**src/rtl/vdp_pkg.sv**
```systemverilog
// Shared constants and types for the VDP CPU-side port.
package vdp_pkg;

  // Register indices with fixed meaning
  localparam int R_MODE0 = 0;
  localparam int R_MODE1 = 1;
  localparam int R_EXT   = 14;
  localparam int R_EXTFN = 31;

  // Status byte layout: {F, C, 5S, num[4:0]}
  localparam int ST_F  = 7;
  localparam int ST_C  = 6;
  localparam int ST_5S = 5;

  // Frame-interrupt enable bit inside R_MODE1
  localparam int INT_EN_BIT = 5;

  // Default parameter values
  localparam int DEF_ADDR_W  = 14;
  localparam int DEF_NREGS   = 8;
  localparam int DEF_EXT_REG = R_EXT;
  localparam int DEF_DEPTH   = 4;

  typedef enum logic [1:0] {
    ARB_IDLE = 2'd0,
    ARB_WR   = 2'd1,
    ARB_RD   = 2'd2
  } arb_state_t;

  typedef struct packed {
    logic       f;
    logic       c;
    logic       s5;
    logic [4:0] num;
  } vdp_status_t;

endpackage

```
**src/rtl/vdp_wfifo.sv**
```systemverilog
// Generic synchronous FIFO with occupancy output; storage is not reset.
module vdp_wfifo #(
  parameter int W     = 22,
  parameter int DEPTH = 4
) (
  input  logic                     clk40m,
  input  logic                     rst_n,
  input  logic                     push,
  input  logic [W-1:0]             din,
  input  logic                     pop,
  output logic [W-1:0]             dout,
  output logic                     full,
  output logic                     empty,
  output logic [$clog2(DEPTH):0]   level
);
  localparam int AW = $clog2(DEPTH);

  logic [W-1:0] mem [DEPTH];
  logic [AW:0]  wp, rp;

  assign level = wp - rp;
  assign full  = (level == (AW+1)'(DEPTH));
  assign empty = (wp == rp);
  assign dout  = mem[rp[AW-1:0]];

  // Pointer update; one extra bit distinguishes full from empty
  always_ff @(posedge clk40m or negedge rst_n) begin
    if (!rst_n) begin
      wp <= '0;
      rp <= '0;
    end else begin
      if (push && !full) wp <= wp + 1'b1;
      if (pop && !empty) rp <= rp + 1'b1;
    end
  end

  // Entry storage
  always_ff @(posedge clk40m) begin
    if (push && !full) mem[wp[AW-1:0]] <= din;
  end

endmodule

```
**src/rtl/vdp_cpu_ext.sv**
```systemverilog
// CPU-side port: I/O decode, ctrl/data port protocol, register file,
// status/interrupt, posted VRAM writes and read prefetch.
module vdp_cpu_ext
  import vdp_pkg::*;
#(
  parameter int ADDR_W  = DEF_ADDR_W,
  parameter int NREGS   = DEF_NREGS,
  parameter int EXT_REG = DEF_EXT_REG,
  parameter int DEPTH   = DEF_DEPTH
) (
  input  logic                      clk40m,
  input  logic                      rst_n,
  input  logic [7:0]                cpu_a,
  input  logic [7:0]                cpu_din,
  input  logic                      cpu_in_n,
  input  logic                      cpu_out_n,
  input  logic [7:0]                data_port,
  input  logic [7:0]                ctrl_port,
  output logic [7:0]                cpu_dout,
  output logic                      cpu_doe,
  output logic                      cpu_int_n,
  output logic                      cpu_wait_n,
  output logic                      vram_req,
  input  logic                      vram_ack,
  output logic                      vram_wr,
  output logic [ADDR_W-1:0]         vram_a,
  output logic [7:0]                vram_wdata,
  input  logic [7:0]                vram_rdata,
  output logic [NREGS*8-1:0]        regs,
  output logic [NREGS*8-1:0]        regs_frame,
  input  logic                      set_mode,
  input  logic                      start_vblank,
  input  logic                      spr_collide,
  input  logic                      spr_5,
  input  logic [4:0]                spr_5num,
  output logic [$clog2(DEPTH):0]    fifo_level,
  output logic                      ovf
);
  localparam int FW = ADDR_W + 8;

  // Select vector: [0] data out, [1] ctrl out, [2] data in, [3] ctrl in
  logic [3:0] sel_raw, s1, s2, s3, rise, fall;
  assign sel_raw = {(cpu_a == ctrl_port) & ~cpu_in_n,
                    (cpu_a == data_port) & ~cpu_in_n,
                    (cpu_a == ctrl_port) & ~cpu_out_n,
                    (cpu_a == data_port) & ~cpu_out_n};
  assign cpu_doe = sel_raw[2] | sel_raw[3];

  // Two-flop synchroniser plus an edge-detect stage
  always_ff @(posedge clk40m or negedge rst_n) begin
    if (!rst_n) begin
      s1 <= '0;
      s2 <= '0;
      s3 <= '0;
    end else begin
      s1 <= sel_raw;
      s2 <= s1;
      s3 <= s2;
    end
  end

  assign rise = s2 & ~s3;
  assign fall = ~s2 & s3;

  logic wr_data, wr_ctrl, rd_data, rd_ctrl, snap_stb;
  assign wr_data  = rise[0];
  assign wr_ctrl  = rise[1];
  assign rd_data  = fall[2];
  assign rd_ctrl  = fall[3];
  assign snap_stb = rise[3];

  // Port state
  logic [NREGS-1:0][7:0] regs_q, regs_frame_q;
  logic [ADDR_W-1:0]     addr_q, addr_nxt, set_addr;
  logic [7:0]            latch_q, rdbuf;
  logic                  byte2, pf_pend, pf_nxt, cancel_q;
  vdp_status_t           st, snap;
  arb_state_t            state;

  // FIFO hookup
  logic [FW-1:0] head;
  logic          full, empty, push, pop, rd_ack, issue_rd, rd_busy, rd_ok;
  logic          addr_set, reg_wr;

  assign addr_set = wr_ctrl & byte2 & ~cpu_din[7];
  assign reg_wr   = wr_ctrl & byte2 & cpu_din[7];
  assign push     = wr_data & ~full;
  assign pop      = (state == ARB_WR) & vram_ack;
  assign rd_ack   = (state == ARB_RD) & vram_ack;
  assign issue_rd = (state == ARB_IDLE) & empty & pf_pend;
  assign rd_busy  = (state == ARB_RD) | issue_rd;
  // A read overtaken by an address-set must not touch rdbuf or addr
  assign rd_ok    = rd_ack & ~cancel_q & ~addr_set;

  vdp_wfifo #(.W(FW), .DEPTH(DEPTH)) u_wfifo (
    .clk40m (clk40m),
    .rst_n  (rst_n),
    .push   (push),
    .din    ({addr_q, cpu_din}),
    .pop    (pop),
    .dout   (head),
    .full   (full),
    .empty  (empty),
    .level  (fifo_level)
  );

  // Address-set value; upper bits come from the extension register
  generate
    if (ADDR_W > 14 && EXT_REG < NREGS) begin : g_ext
      assign set_addr = {regs_q[EXT_REG][ADDR_W-15:0], cpu_din[5:0], addr_q[7:0]};
    end else if (ADDR_W > 14) begin : g_ext0
      assign set_addr = {{(ADDR_W-14){1'b0}}, cpu_din[5:0], addr_q[7:0]};
    end else begin : g_base
      assign set_addr = {cpu_din[5:0], addr_q[7:0]};
    end
  endgenerate

  // Next VRAM address: address-set overrides, otherwise writes and reads advance it
  always_comb begin
    addr_nxt = addr_q;
    if (addr_set) begin
      addr_nxt = set_addr;
    end else begin
      addr_nxt = addr_q + ADDR_W'(push) + ADDR_W'(rd_ok);
      if (wr_ctrl && !byte2) addr_nxt[7:0] = cpu_din;
    end
  end

  // Prefetch request; merges with one already queued or in flight
  always_comb begin
    pf_nxt = pf_pend & ~issue_rd;
    if (addr_set)
      pf_nxt = ~cpu_din[6];
    else if (rd_data && !(rd_busy && !cancel_q))
      pf_nxt = 1'b1;
  end

  // CPU-side protocol, register file, status and overflow
  always_ff @(posedge clk40m or negedge rst_n) begin
    if (!rst_n) begin
      byte2        <= 1'b0;
      latch_q      <= '0;
      addr_q       <= '0;
      regs_q       <= '0;
      regs_frame_q <= '0;
      rdbuf        <= '0;
      pf_pend      <= 1'b0;
      cancel_q     <= 1'b0;
      ovf          <= 1'b0;
      st           <= '0;
      snap         <= '0;
    end else begin
      if (wr_ctrl)                          byte2 <= ~byte2;
      else if (wr_data | rd_data | rd_ctrl) byte2 <= 1'b0;

      if (wr_ctrl && !byte2) latch_q <= cpu_din;
      addr_q  <= addr_nxt;
      pf_pend <= pf_nxt;

      if (reg_wr)
        for (int i = 0; i < NREGS; i++)
          if (cpu_din[4:0] == 5'(i)) regs_q[i] <= latch_q;

      if (set_mode) regs_frame_q <= regs_q;

      if (push)       rdbuf <= cpu_din;
      else if (rd_ok) rdbuf <= vram_rdata;

      if (rd_ack)                    cancel_q <= 1'b0;
      else if (addr_set && rd_busy)  cancel_q <= 1'b1;

      if (wr_data && full) ovf <= 1'b1;
      else if (rd_ctrl)    ovf <= 1'b0;

      // Frame start beats a same-cycle status clear
      if (start_vblank) begin
        st.f   <= 1'b1;
        st.c   <= spr_collide;
        st.s5  <= spr_5;
        st.num <= spr_5num;
      end else if (rd_ctrl) begin
        st.f  <= 1'b0;
        st.c  <= 1'b0;
        st.s5 <= 1'b0;
      end

      if (snap_stb) snap <= st;
    end
  end

  // VRAM arbiter: writes drain before any prefetch; request held until ack
  always_ff @(posedge clk40m or negedge rst_n) begin
    if (!rst_n) begin
      state      <= ARB_IDLE;
      vram_req   <= 1'b0;
      vram_wr    <= 1'b0;
      vram_a     <= '0;
      vram_wdata <= '0;
    end else begin
      case (state)
        ARB_IDLE: begin
          if (!empty) begin
            state      <= ARB_WR;
            vram_req   <= 1'b1;
            vram_wr    <= 1'b1;
            vram_a     <= head[FW-1:8];
            vram_wdata <= head[7:0];
          end else if (pf_pend) begin
            state    <= ARB_RD;
            vram_req <= 1'b1;
            vram_wr  <= 1'b0;
            vram_a   <= addr_q;
          end
        end
        ARB_WR, ARB_RD: begin
          if (vram_ack) begin
            state    <= ARB_IDLE;
            vram_req <= 1'b0;
            vram_wr  <= 1'b0;
          end
        end
        default: begin
          state    <= ARB_IDLE;
          vram_req <= 1'b0;
          vram_wr  <= 1'b0;
        end
      endcase
    end
  end

  assign cpu_dout   = (cpu_a == ctrl_port) ? snap : rdbuf;
  assign cpu_int_n  = ~(st.f & regs_q[R_MODE1][INT_EN_BIT]);
  assign cpu_wait_n = ~full;
  assign regs       = regs_q;
  assign regs_frame = regs_frame_q;

endmodule
```
**config.mk**
```make
export PLATFORM = sky130hd
export DESIGN_NAME = vdp_cpu_ext
export DESIGN_NICKNAME = d
export VERILOG_FILES = /design/src/rtl/vdp_pkg.sv /design/src/rtl/vdp_wfifo.sv /design/src/rtl/vdp_cpu_ext.sv
export SDC_FILE = /design/constraint.sdc
export NUM_CORES = 1
export LEC_CHECK = 0
export ABC_AREA = 1
export ABC_CLOCK_PERIOD_IN_PS = 8600
export BUFFER_PORTS_ARGS = -buffer_cell sky130_fd_sc_hd__buf_2
export CORE_ASPECT_RATIO = 2
export CORE_MARGIN = 5
export CORE_UTILIZATION = 60
export CTS_CLUSTER_SIZE = 8
export DETAILED_ROUTE_END_ITERATION = 6
export PLACE_DENSITY = 0.84
export SETUP_SLACK_MARGIN = 0.5
export SLEW_MARGIN = 10
export SYNTH_ARGS = -nofsm -noshare
export SYNTH_HDL_FRONTEND = slang
export SYNTH_HIERARCHICAL = 1
export SYNTH_SLANG_ARGS = --single-unit
```
**constraint.sdc**
```tcl
create_clock -name clk40m -period 8.6 [get_ports clk40m]
set_clock_uncertainty 0.05 [all_clocks]
set_input_delay 0.43 -clock clk40m [delete_from_list [all_inputs] [get_ports clk40m]]
set_output_delay 0.43 -clock clk40m [all_outputs]
set_load 0.005 [all_outputs]
```
-- Yosys cells after proc, flatten, opt, wreduce, memory -nomap -nowiden
Memory sizes are Yosys's and may differ from the RTL's.
Cells that the tools add are included.
- logic and storage cells: 160
- memories: 1
- output and inout port bits: 167
- register bits: 222
- memory bits (writable): 88
- memory list (name ; words ; bits a word ; rd ports ; clocked after Yosys merged registers in ; wr ports ; line ; source):
    u_wfifo.mem ; 4 ; 22 ; 1 ; 0 ; 1 ; vdp_wfifo.sv:18 ; logic [W-1:0] mem [DEPTH];
- add/sub/neg operators: 5
- reductions and logical operators: 31
- mux-type cells: 30
- bitwise operators: 35
- equal/unequal tests: 16
- operators with widths (kind ; number):
    2-to-1 mux 14 bit ; 3
    2-to-1 mux 8 bit ; 4
    adder 14 x 1 -> 14 bit ; 2
    AND reduction 2 bit ; 11
    equality test 5 x 3 -> 1 bit (second input constant) ; 4
    AND 1 bit ; 16
    equality test 8 bit ; 2
    2-to-1 mux 1 bit ; 15
    NOT 1 bit ; 11
    equality test 5 x 2 -> 1 bit (second input constant) ; 2
    nonzero test 2 bit ; 5
    AND 4 bit ; 2
    NOT 4 bit ; 2
    logical AND 1 bit ; 7
    adder 3 x 1 -> 3 bit (second input constant) ; 2
    2-to-1 mux 2 bit ; 3
    2-to-1 mux 3 bit ; 2
    equality test 5 x 1 -> 1 bit (second input constant) ; 1
    logical NOT 1 bit ; 5
    logical NOT 5 bit ; 1
    inequality test 2 bit (second input constant) ; 2
    bitwise OR 1 bit ; 4
    one-hot mux 1 bit (2 select lines) ; 2
    one-hot mux 2 bit (2 select lines) ; 1
    other kinds (8) ; 8

-- Logic depth before layout (Yosys ltp)
Gate-level depths: netlist (run 1).
- word-level depth: 9
- gate-level depth with buffers: 20

-- By module
Netlist (run 1), hierarchy kept.
- by module, submodules not included (module ; area each (µm²) ; instances ; cells each ; seq. area each (µm²)):
    vdp_cpu_ext ; 9203.8 ; 1 ; 925 ; 5380.2
    vdp_wfifo ; 3729.8 ; 1 ; 275 ; 2792.7

-- Worst setup path after synthesis (run 1)
OpenSTA, ideal clock, no wires.
- path type: reg-to-reg
- start: reg u_wfifo.wp[0]
- end: mem u_wfifo.mem[0][0], enable pin
- arrival time: 2.971 ns
- path slack: 5.178 ns
- stages on the path, launching flop included: 13
- path buffers: 0
- cell sequence: dfrtp_1 -> inv_1 -> ha_1 -> inv_1 -> fa_1 -> nor2_1 -> nand2_4 -> inv_1 -> inv_1 -> nand3_1 -> inv_1 -> nand2_4 -> nor2_1
- word-level cells in the longest chain between the ends: 7
- elaborated cells on any way between the ends: 8
- RTL lines (element ; line ; source):
    from (decl) ; vdp_wfifo.sv:19 ; logic [AW:0] wp, rp;
    from (signal assigned) ; vdp_wfifo.sv:32 ; if (push && !full) wp <= wp + 1'b1;
    subtractor 3 bit ; vdp_wfifo.sv:21 ; assign level = wp - rp;
    named net fifo_level[1] ; vdp_cpu_ext.sv:36 ; output logic [$clog2(DEPTH):0] fifo_level,
    equality test 3 bit ; vdp_wfifo.sv:22 ; assign full = (level == (AW+1)'(DEPTH));
    named net full ; vdp_cpu_ext.sv:82 ; logic full, empty, push, pop, rd_ack, issue_rd, rd_busy, rd_ok;
    NOT 1 bit ; - ;
    named net cpu_wait_n ; vdp_cpu_ext.sv:22 ; output logic cpu_wait_n,
    AND 1 bit ; vdp_cpu_ext.sv:87 ; assign push = wr_data & ~full;
    named net push ; vdp_cpu_ext.sv:82 ;
    logical AND 1 bit ; vdp_wfifo.sv:39 ; if (push && !full) mem[wp[AW-1:0]] <= din;
    2-to-1 mux 1 bit ; vdp_wfifo.sv:39 ;
    2-to-1 mux 1 bit (implied by the code) ; vdp_wfifo.sv:39 ;
    to (decl) ; vdp_wfifo.sv:18 ;
The timed path passes the listed nets, and every way through them passes these cells.

-- Worst setup path in the final report (run 1)
- start: reg u_wfifo.rp[1]
- end: reg addr_q[10]
- word-level cells in the longest chain between the ends: 7
- RTL lines (element ; line ; source):
    from (decl) ; vdp_wfifo.sv:19 ;
    from (signal assigned) ; vdp_wfifo.sv:33 ; if (pop && !empty) rp <= rp + 1'b1;
    subtractor 3 bit ; vdp_wfifo.sv:21 ;
    equality test 3 bit ; vdp_wfifo.sv:22 ;
    named net full ; vdp_cpu_ext.sv:82 ;
    NOT 1 bit ; vdp_cpu_ext.sv:87 ;
    AND 1 bit ; vdp_cpu_ext.sv:87 ;
    named net push ; vdp_cpu_ext.sv:82 ;
    adder 14 x 1 -> 14 bit (2 in series) ; vdp_cpu_ext.sv:124 ; addr_nxt = addr_q + ADDR_W'(push) + ADDR_W'(rd_ok);
    2-to-1 mux 14 bit ; vdp_cpu_ext.sv:121 ; if (addr_set) begin
    named net addr_nxt[10] ; vdp_cpu_ext.sv:74 ; logic [ADDR_W-1:0] addr_q, addr_nxt, set_addr;
    to (signal assigned) ; vdp_cpu_ext.sv:157 ; addr_q <= addr_nxt;
    to (decl) ; vdp_cpu_ext.sv:74 ;
The timed path passes the listed nets, and every way through them passes these cells.
A chain may end at the register's enable or synchronous reset.

==> results of run 1 <==
## registers in the layout, summed over array words and instances, names as in the netlist
| signal | cells |
|---|---|
| addr_q | 14 |
| byte2 | 1 |
| cancel_q | 1 |
| latch_q | 8 |
| ovf | 1 |
| pf_pend | 1 |
| rdbuf | 8 |
| regs | 64 |
| regs_frame | 64 |
| s1 | 4 |
| s2 | 4 |
| s3 | 4 |
| snap | 8 |
| st | 8 |
| state | 2 |
| u_wfifo/mem | 88 |
| u_wfifo/rp | 3 |
| u_wfifo/wp | 3 |
| vram_a | 14 |
| vram_req | 1 |
| vram_wdata | 8 |
## report_power, final
group	switching [mW]	total, mW	leakage (nW)	internal (mW)
sequential	0.0880	1.72	3.75	1.63
clock	0.594	1.54	0.586	0.944
combinational	0.511	0.793	3.47	0.282
total	1.19	4.05	7.81	2.86
## per-stage QoR
step / util / instance area, um^2 / power (mW) / setup WS, ns
6_report: 0.720 / 15400 / 4.05 / 3.75
2_1_floorplan: - / 12900 / 2.26 / 5.18
3_5_place_dp: 0.663 / 14200 / 2.54 / 3.91
4_1_cts: 0.720 / 15400 / 4.07 / 3.85
3_3_place_gp: 0.663 / 14200 / 2.51 / 4.18
5_1_grt: 0.720 / 15400 / 4.25 / 3.36
## logic make-up after synthesis
group / after synthesis / share of synthesized area
simple gates: 472 / 0.155
flops: 309 / 0.632
compound gates: 200 / 0.0914
buf+inv: 131 / 0.0444
mux: 64 / 0.0557
fa+ha+maj: 13 / 0.0137
xor+xnor: 11 / 0.00745
## final timing paths
check,startpoint,end,slack [ns],depth (start not counted)
hold / removal,rst_n,state[0]$_DFFE_PN0P_,0.006,1
min in group clk40m,cpu_out_n,s1[0]$_DFF_PN0_,0.05,2
setup reg to reg,u_wfifo/rp[1]$_DFFE_PN0P_,addr_q[10]$_DFF_PN0_,3.75,16
hold reg to reg,s1[0]$_DFF_PN0_,s2[0]$_DFF_PN0_,0.30,0
max in group asynchronous,rst_n,regs_frame[49]$_DFFE_PN0P_,6.86,2
setup / recovery,u_wfifo/rp[1]$_DFFE_PN0P_,addr_q[10]$_DFF_PN0_,3.75,16
## metal layers
metal | vias to the layer above | share of wire
met5 | - | 0
met4 | 0 | 0.048
met3 | 102 | 0.062
met2 | 377 | 0.54
met1 | 4577 | 0.35
li1 | 4460 | -
## synth_stat cells (11+ instances only)
library cell / number / area [um^2]
nand2_1: 278 / 1040
dfrtp_1: 221 / 5530
nor2_1: 107 / 402
o21ai_0: 93 / 465
edfxtp_1: 88 / 2640
inv_1: 82 / 308
mux2_2: 64 / 721
nand3_1: 43 / 215
o21ai_2: 29 / 254
o22ai_1: 24 / 150
a21oi_1: 23 / 115
buf_2: 20 / 100
a31oi_1: 18 / 113
ha_1: 11 / 138
## final cells by class
cell class | instances | area [um^2] | share of cell area
sequential | 309 | 8170 | 0.531
multi-input combinational | 760 | 4190 | 0.272
clock buffer | 61 | 1190 | 0.0770
timing repair buffer | 226 | 1160 | 0.0751
tap | 273 | 342 | 0.0222
inverter | 89 | 334 | 0.0217
clock inverter | 3 | 22.5 | 0.00146
==> impl_metrics.csv, run 1 <==
group,metric,value,unit
detailed_routing,vias_per_cell,5.53,
critical_path,endpoint_kind,"flip-flop",
cts,cts_num_sinks,309,
synthesis,synth_cell_type_count,35,
cts,holdBufCountCts,0,
timing,tightest_slew,1.07,ns
synthesis,ys_seq_area_frac,0.632,
cells_and_area,nNetsFinal,1497,
detailed_routing,vias,9516,
detailed_routing,drcViolationCount,0,
critical_path,cp_common_cell,"inv_1",
timing,post-route-min-period,4.85,ns
placed_design,hpwl,22500,um
timing,relSlewSlack,0.290,
die,rows,76,
detailed_routing,routedWlPerCell,18.7,um
cts,insertion_delay,0.53,ns
critical_path,worstSetupPathType,"flip-flop to flip-flop",
critical_path,arrival,5.27,ns
cts,clk_pin_slew_worst_paths,0.05,ns
synthesis,synth_edf_count,88,
detailed_routing,first_pass_iters,5,
job,drv_cap,0,
critical_path,crit_family,"simple AND/OR/NAND/NOR gates",
cells_and_area,final_cell_mix,"278 x nand2_1, 221 x dfrtp_1, 219 x buf_2",
timing,finalSetupTns,0,ns
die,die_y,218,um
grt,grt_pass1_wl,51600,um
die,start_util,0.605,
min_path,hold_class,"primary input to async pin",
placed_design,gp_congestion,0.884,
synthesis,ys_ff_latch,309,
detailed_routing,wirelength,32300,um
cts,clk_path_buf_depth,3,
critical_path,crit_path_max_incr_delay,0.83,ns
detailed_routing,ant_nets,0,
placed_design,port_buffers,220,
grt,grt_antenna_before_repair,0,
timing,report.final.slew_viol_count,0,
timing,fmax,0.206,GHz
grt,grtUsageMet2,0.472,
grt,grt_max_degree,147,
run_status,status,"finished, final reports clean",
cells_and_area,final_common_cell,"nand2_1",
critical_path,worst-path-buf-inv,4,
cts,h-tree-depth,2,
grt,top_usage_layer,"met2",
grt,grtUsageMet3,0.0522,
timing,period_share,0.564,
timing,hold_slack,0.00609,ns
synthesis,async_flop_share,0.715,
die,io_pins,221,
pwr,ir_worst_vdd,181,uV
cells_and_area,fillers,1516,
grt,grt_overflow,0,
cells_and_area,n_antenna_cell,0,
grt,first_global_vias,9767,
cells_and_area,areaGrowthSynthToFinish,19.1,%
cts,cts_resized,0,
synthesis,ys_warn_count,6,
synthesis,syn_area,12900,um^2
synthesis,ys.flop_type,"dfrtp_1",
cts,cts-root-buf,"clkbuf_16",
critical_path,path_cells,"inv_1 -> fa_1 -> nor2_1 -> nand2_4 -> inv_1 -> inv_1 -> nand3_1 -> inv_1 -> fa_1 -> ha_1 -> nand2_1 -> nor2_1 -> nand2_1 -> o21bai_1 -> nand3_1 -> nand2_1",
placed_design,dp.cells,1657,
die,fp.dieW,114,um
pwr,power.density,263,nW/um^2
die,coreArea,21400,um^2
critical_path,cp_slowest_cell,"dfrtp_1",
cts,cts_setup_buffers,0,
synthesis,syn_nets,1267,
timing,hold_viol,0,
critical_path,required,9.02,ns
synthesis,synthCells,1200,
critical_path,critPathLaunchType,"flip-flop",
critical_path,cp_max_fo,25,
pwr,p_leak,7.81,nW
grt,grt_use_total,0.265,
timing,setup_viol,0,
cts,cts_tree,"done",
cells_and_area,instances_no_fill,1721,
detailed_routing,drtIter0Drc,561,
timing,rsz0062_at_grt,"no",
die,die_area,24800,um^2
grt,grt_util_met1,0.301,
cells_and_area,layout-drive-gt1-share,0.280,
cts,cts_buffers,44,
synthesis,syn_area_per_cell,10.8,um^2
Power figures use the tool's default switching activity.
==> run 2, diff against run 1 <==
--- a/config.mk
+++ b/config.mk
@@ -5,15 +5,15 @@
 export SDC_FILE = /design/constraint.sdc
 export NUM_CORES = 1
 export LEC_CHECK = 0
-export ABC_AREA = 1
-export ABC_CLOCK_PERIOD_IN_PS = 8600
+export ABC_AREA = 0
+export ABC_CLOCK_PERIOD_IN_PS = 4600
 export BUFFER_PORTS_ARGS = -buffer_cell sky130_fd_sc_hd__buf_2
 export CORE_ASPECT_RATIO = 2
 export CORE_MARGIN = 5
-export CORE_UTILIZATION = 60
+export CORE_UTILIZATION = 56
 export CTS_CLUSTER_SIZE = 8
 export DETAILED_ROUTE_END_ITERATION = 6
-export PLACE_DENSITY = 0.84
+export PLACE_DENSITY = 0.8
 export SETUP_SLACK_MARGIN = 0.5
 export SLEW_MARGIN = 10
 export SYNTH_ARGS = -nofsm -noshare
==> constraint.sdc (replaced) <==
create_clock -name clk40m -period 4.6 [get_ports clk40m]
set_clock_uncertainty 0.05 [all_clocks]
set_input_delay 0.23 -clock clk40m [delete_from_list [all_inputs] [get_ports clk40m]]
set_output_delay 0.23 -clock clk40m [all_outputs]
set_load 0.005 [all_outputs]
==> run 2 against run 1 <==
  * Sequential share of layout area grew 0.59 points
  * Register-to-register slack worse by 2.7 ns
  * Critical path depth shrank 6
  * Worst setup slack got worse by 2.7 ns
  * Non-clock buffer count up 19
  * Maximum frequency is 37% higher
  * Core utilization is 2.9 points lower
  * Largest power group unchanged
  * Highest routed layer unchanged
==> impl_metrics.csv, run 2 <==
group,metric,value,unit
synthesis,synth.most_common_cell,"dfrtp_1",
detailed_routing,vias,7645,
critical_path,cp_max_fo,22,
cells_and_area,n_antenna_cell,0,
cts,cts_num_sinks,309,
synthesis,synth_edf_count,88,
critical_path,crit_path_max_incr_delay,0.55,ns
pwr,ir_worst_vdd,379,uV
critical_path,critPathLaunchType,"flip-flop",
synthesis,ys_ff_latch,309,
detailed_routing,drtIter0Drc,347,
critical_path,crit_start,"u_wfifo/wp[0]$_DFFE_PN0P_",
synthesis,yosysTopAreaCellShare,0.444,
timing,hold_viol,0,
run_status,status,"finished, final reports clean",
synthesis,synth_cell_type_count,56,
critical_path,endpoint_kind,"flip-flop",
synthesis,ys_seq_area_frac,0.656,
detailed_routing,drcViolationCount,0,
pwr,p_leak,7.30,nW
synthesis,netlist_top_cells_count,"221 x dfrtp_1, 150 x mux2_2, 88 x edfxtp_1, 64 x nand2_1, 29 x o21ai_0",
cells_and_area,layout-drive-gt1-share,0.431,
cells_and_area,design_area,15200,um^2
synthesis,async_flop_share,0.715,
grt,grt_max_degree,128,
critical_path,crit_family,"simple AND/OR/NAND/NOR gates",
grt,grt_pass1_wl,47100,um
timing,period_share,0.772,
cells_and_area,fillers,1521,
critical_path,worst-path-buf-inv,3,
critical_path,required,4.70,ns
pwr,power.density,485,nW/um^2
timing,rsz0062_at_grt,"no",
critical_path,crit_end,"u_wfifo/mem[0][16]$_DFFE_PP_",
die,rows,77,
cts,cts_setup_buffers,0,
critical_path,reg2reg_depth,10,
grt,grt_antenna_before_repair,0,
timing,report.final.slew_viol_count,0,
grt,first_global_vias,8419,
critical_path,worstSetupPathType,"flip-flop to flip-flop",
synthesis,ys.flop_type,"dfrtp_1",
synthesis,synthTopCellsByArea,"dfrtp_1 44%, edfxtp_1 21%, mux2_2 14%, mux4_2 4.0%, nand2_1 1.9%",
cts,cts_tree,"done",
critical_path,arrival,3.65,ns
die,coreArea,22100,um^2
cts,clk_pin_slew_worst_paths,0.05,ns
grt,grt_overflow,0,
synthesis,ys_warn_count,6,
pwr,power,7.38,mW
die,io_pins,221,
critical_path,path_cells,"inv_1 -> ha_1 -> inv_1 -> fa_1 -> xnor3_2 -> and2_2 -> nor3b_2 -> buf_4 -> a21boi_4 -> and2_2",
synthesis,synthCells,813,
die,die_area,25500,um^2
cells_and_area,areaGrowthSynthToFinish,22.2,%
grt,top_usage_layer,"met2",
grt,grt_use_total,0.236,
placed_design,port_buffers,220,
die,fp.dieW,116,um
synthesis,syn_nets,880,
critical_path,r2r_end,"u_wfifo/mem[0][16]$_DFFE_PP_",
cells_and_area,final_cell_mix,"221 x dfrtp_1, 219 x buf_2, 150 x mux2_2",
placed_design,pre_cts_slack,1.06,ns
synthesis,syn_area,12500,um^2
timing,relSlewSlack,0.348,
timing,finalSetupTns,0,ns
placed_design,gp_congestion,0.815,
synthesis,syn_area_per_cell,15.3,um^2
cells_and_area,largest_reg_flops,88,
timing,tightest_slew,0.978,ns
detailed_routing,wirelength,29000,um
cts,cts-root-buf,"clkbuf_16",
die,start_util,0.565,
timing,fmax,0.282,GHz
grt,grt_util_met1,0.273,
timing,layout_setup_ws,1.05,ns
critical_path,r2r_start,"u_wfifo/wp[0]$_DFFE_PN0P_",
placed_design,dpl-instance-area,13900,um^2
die,die_y,221,um
cts,h-tree-depth,2,
critical_path,cp_slowest_cell,"and2_2",
job,drv_cap,0,
cts,insertion_delay,0.52,ns
critical_path,critical_path_depth,10,
cts,clk_path_buf_depth,3,
grt,grtUsageMet3,0.0391,
detailed_routing,vias_per_cell,5.60,
detailed_routing,ant_nets,0,
timing,setup_viol,0,
detailed_routing,routedWlPerCell,21.3,um
timing,post-route-min-period,3.55,ns
critical_path,reg2reg_slack,1.05,ns
cells_and_area,nNetsFinal,1136,
cells_and_area,final_common_cell,"dfrtp_1",
min_path,hold_class,"primary input to flip-flop",
cts,cts_buffers,44,
grt,grtUsageMet2,0.432,
detailed_routing,first_pass_iters,5,
synthesis,yosysTopAreaCell,"dfrtp_1",
placed_design,hpwl,20300,um
-- run 2: cell types whose count changed after synthesis, sizes merged, moves of 14 or more --
cell	delta
a31oi	-14
buf	-21
clkbuf	+14
inv	-75
mux2	+94
mux2i	+22
mux4	+22
nand2	-223
nand3	-44
nor2	-95
o21ai	-98
o22ai	-21
xor2	+18
-- run 2: metrics by stage --
step	instances	util	hold WS, ns
after global placement	1284	0.628	0.284
after detailed placement	1284	0.628	0.286
after CTS	1365	0.690	0.00278
after global routing	1365	0.690	0.0166
final	1365	0.690	0.0124
after floorplan	813	-	-0.116
-- run 2: worst register-to-register path, cell delays in order (launching register included) --
cell      delay, ns
dfrtp_1        0.40
inv_1          0.17
ha_1           0.18
inv_1          0.05
fa_1           0.46
xnor3_2        0.28
and2_2         0.23
nor3b_2        0.24
buf_4          0.27
a21boi_4       0.27
and2_2         0.56
-- run 2: worst min path at each step --
stage	from	endpoint	slack, ns	depth (start not counted)
after floorplan	rst_n	addr_q[0]$_DFFE_PN0N_	-0.12	0
after global placement	s1[3]$_DFF_PN0_	s2[3]$_DFF_PN0_	0.28	0
after detailed placement	s1[2]$_DFF_PN0_	s2[2]$_DFF_PN0_	0.29	0
after CTS	vram_rdata[2]	rdbuf[2]$_DFFE_PN0P_	0.003	3
after global routing	cpu_din[4]	addr_q[12]$_DFF_PN0_	0.02	3
final	vram_rdata[6]	rdbuf[6]$_DFFE_PN0P_	0.01	3
-- run 2: layout make-up --
cell class	count	area, um^2	share of cell area
clock buffers	63	1190	0.0784
inverters	14	52.6	0.00345
clock inverters	3	22.5	0.00148
repair buffers	245	1350	0.0886
multi-input cells	455	4090	0.269
flip-flops and latches	309	8170	0.537
well taps	276	345	0.0227
-- run 2: layer usage --
metal	vias to the layer above	share of wire	routed length, um
met5	-	0	0
met4	0	0.032	932
met3	61	0.048	1380
met2	240	0.57	16600
met1	3892	0.35	10100
li1	3452	-	-
-- run 2: cells by family after synthesis --
logic type | after synthesis | share of synthesized area
AO/OA/AOI/OAI | 71 | 0.0340
XOR/XNOR | 29 | 0.0216
adder cells (fa/ha/maj) | 13 | 0.0143
buffers and inverters | 49 | 0.0169
flip-flops | 309 | 0.656
multiplexers | 202 | 0.203
AND/OR/NAND/NOR | 140 | 0.0551
-- run 2: power breakdown --
part	internal, mW	switching, mW	total [mW]
sequential	3.04	0.176	3.22
clock	1.77	1.09	2.86
combinational	0.617	0.683	1.30
-- run 2: timing repair --
item	CTS	global route
hold endpoints to repair	146	0
hold buffers	15	0
resized for setup	0	0
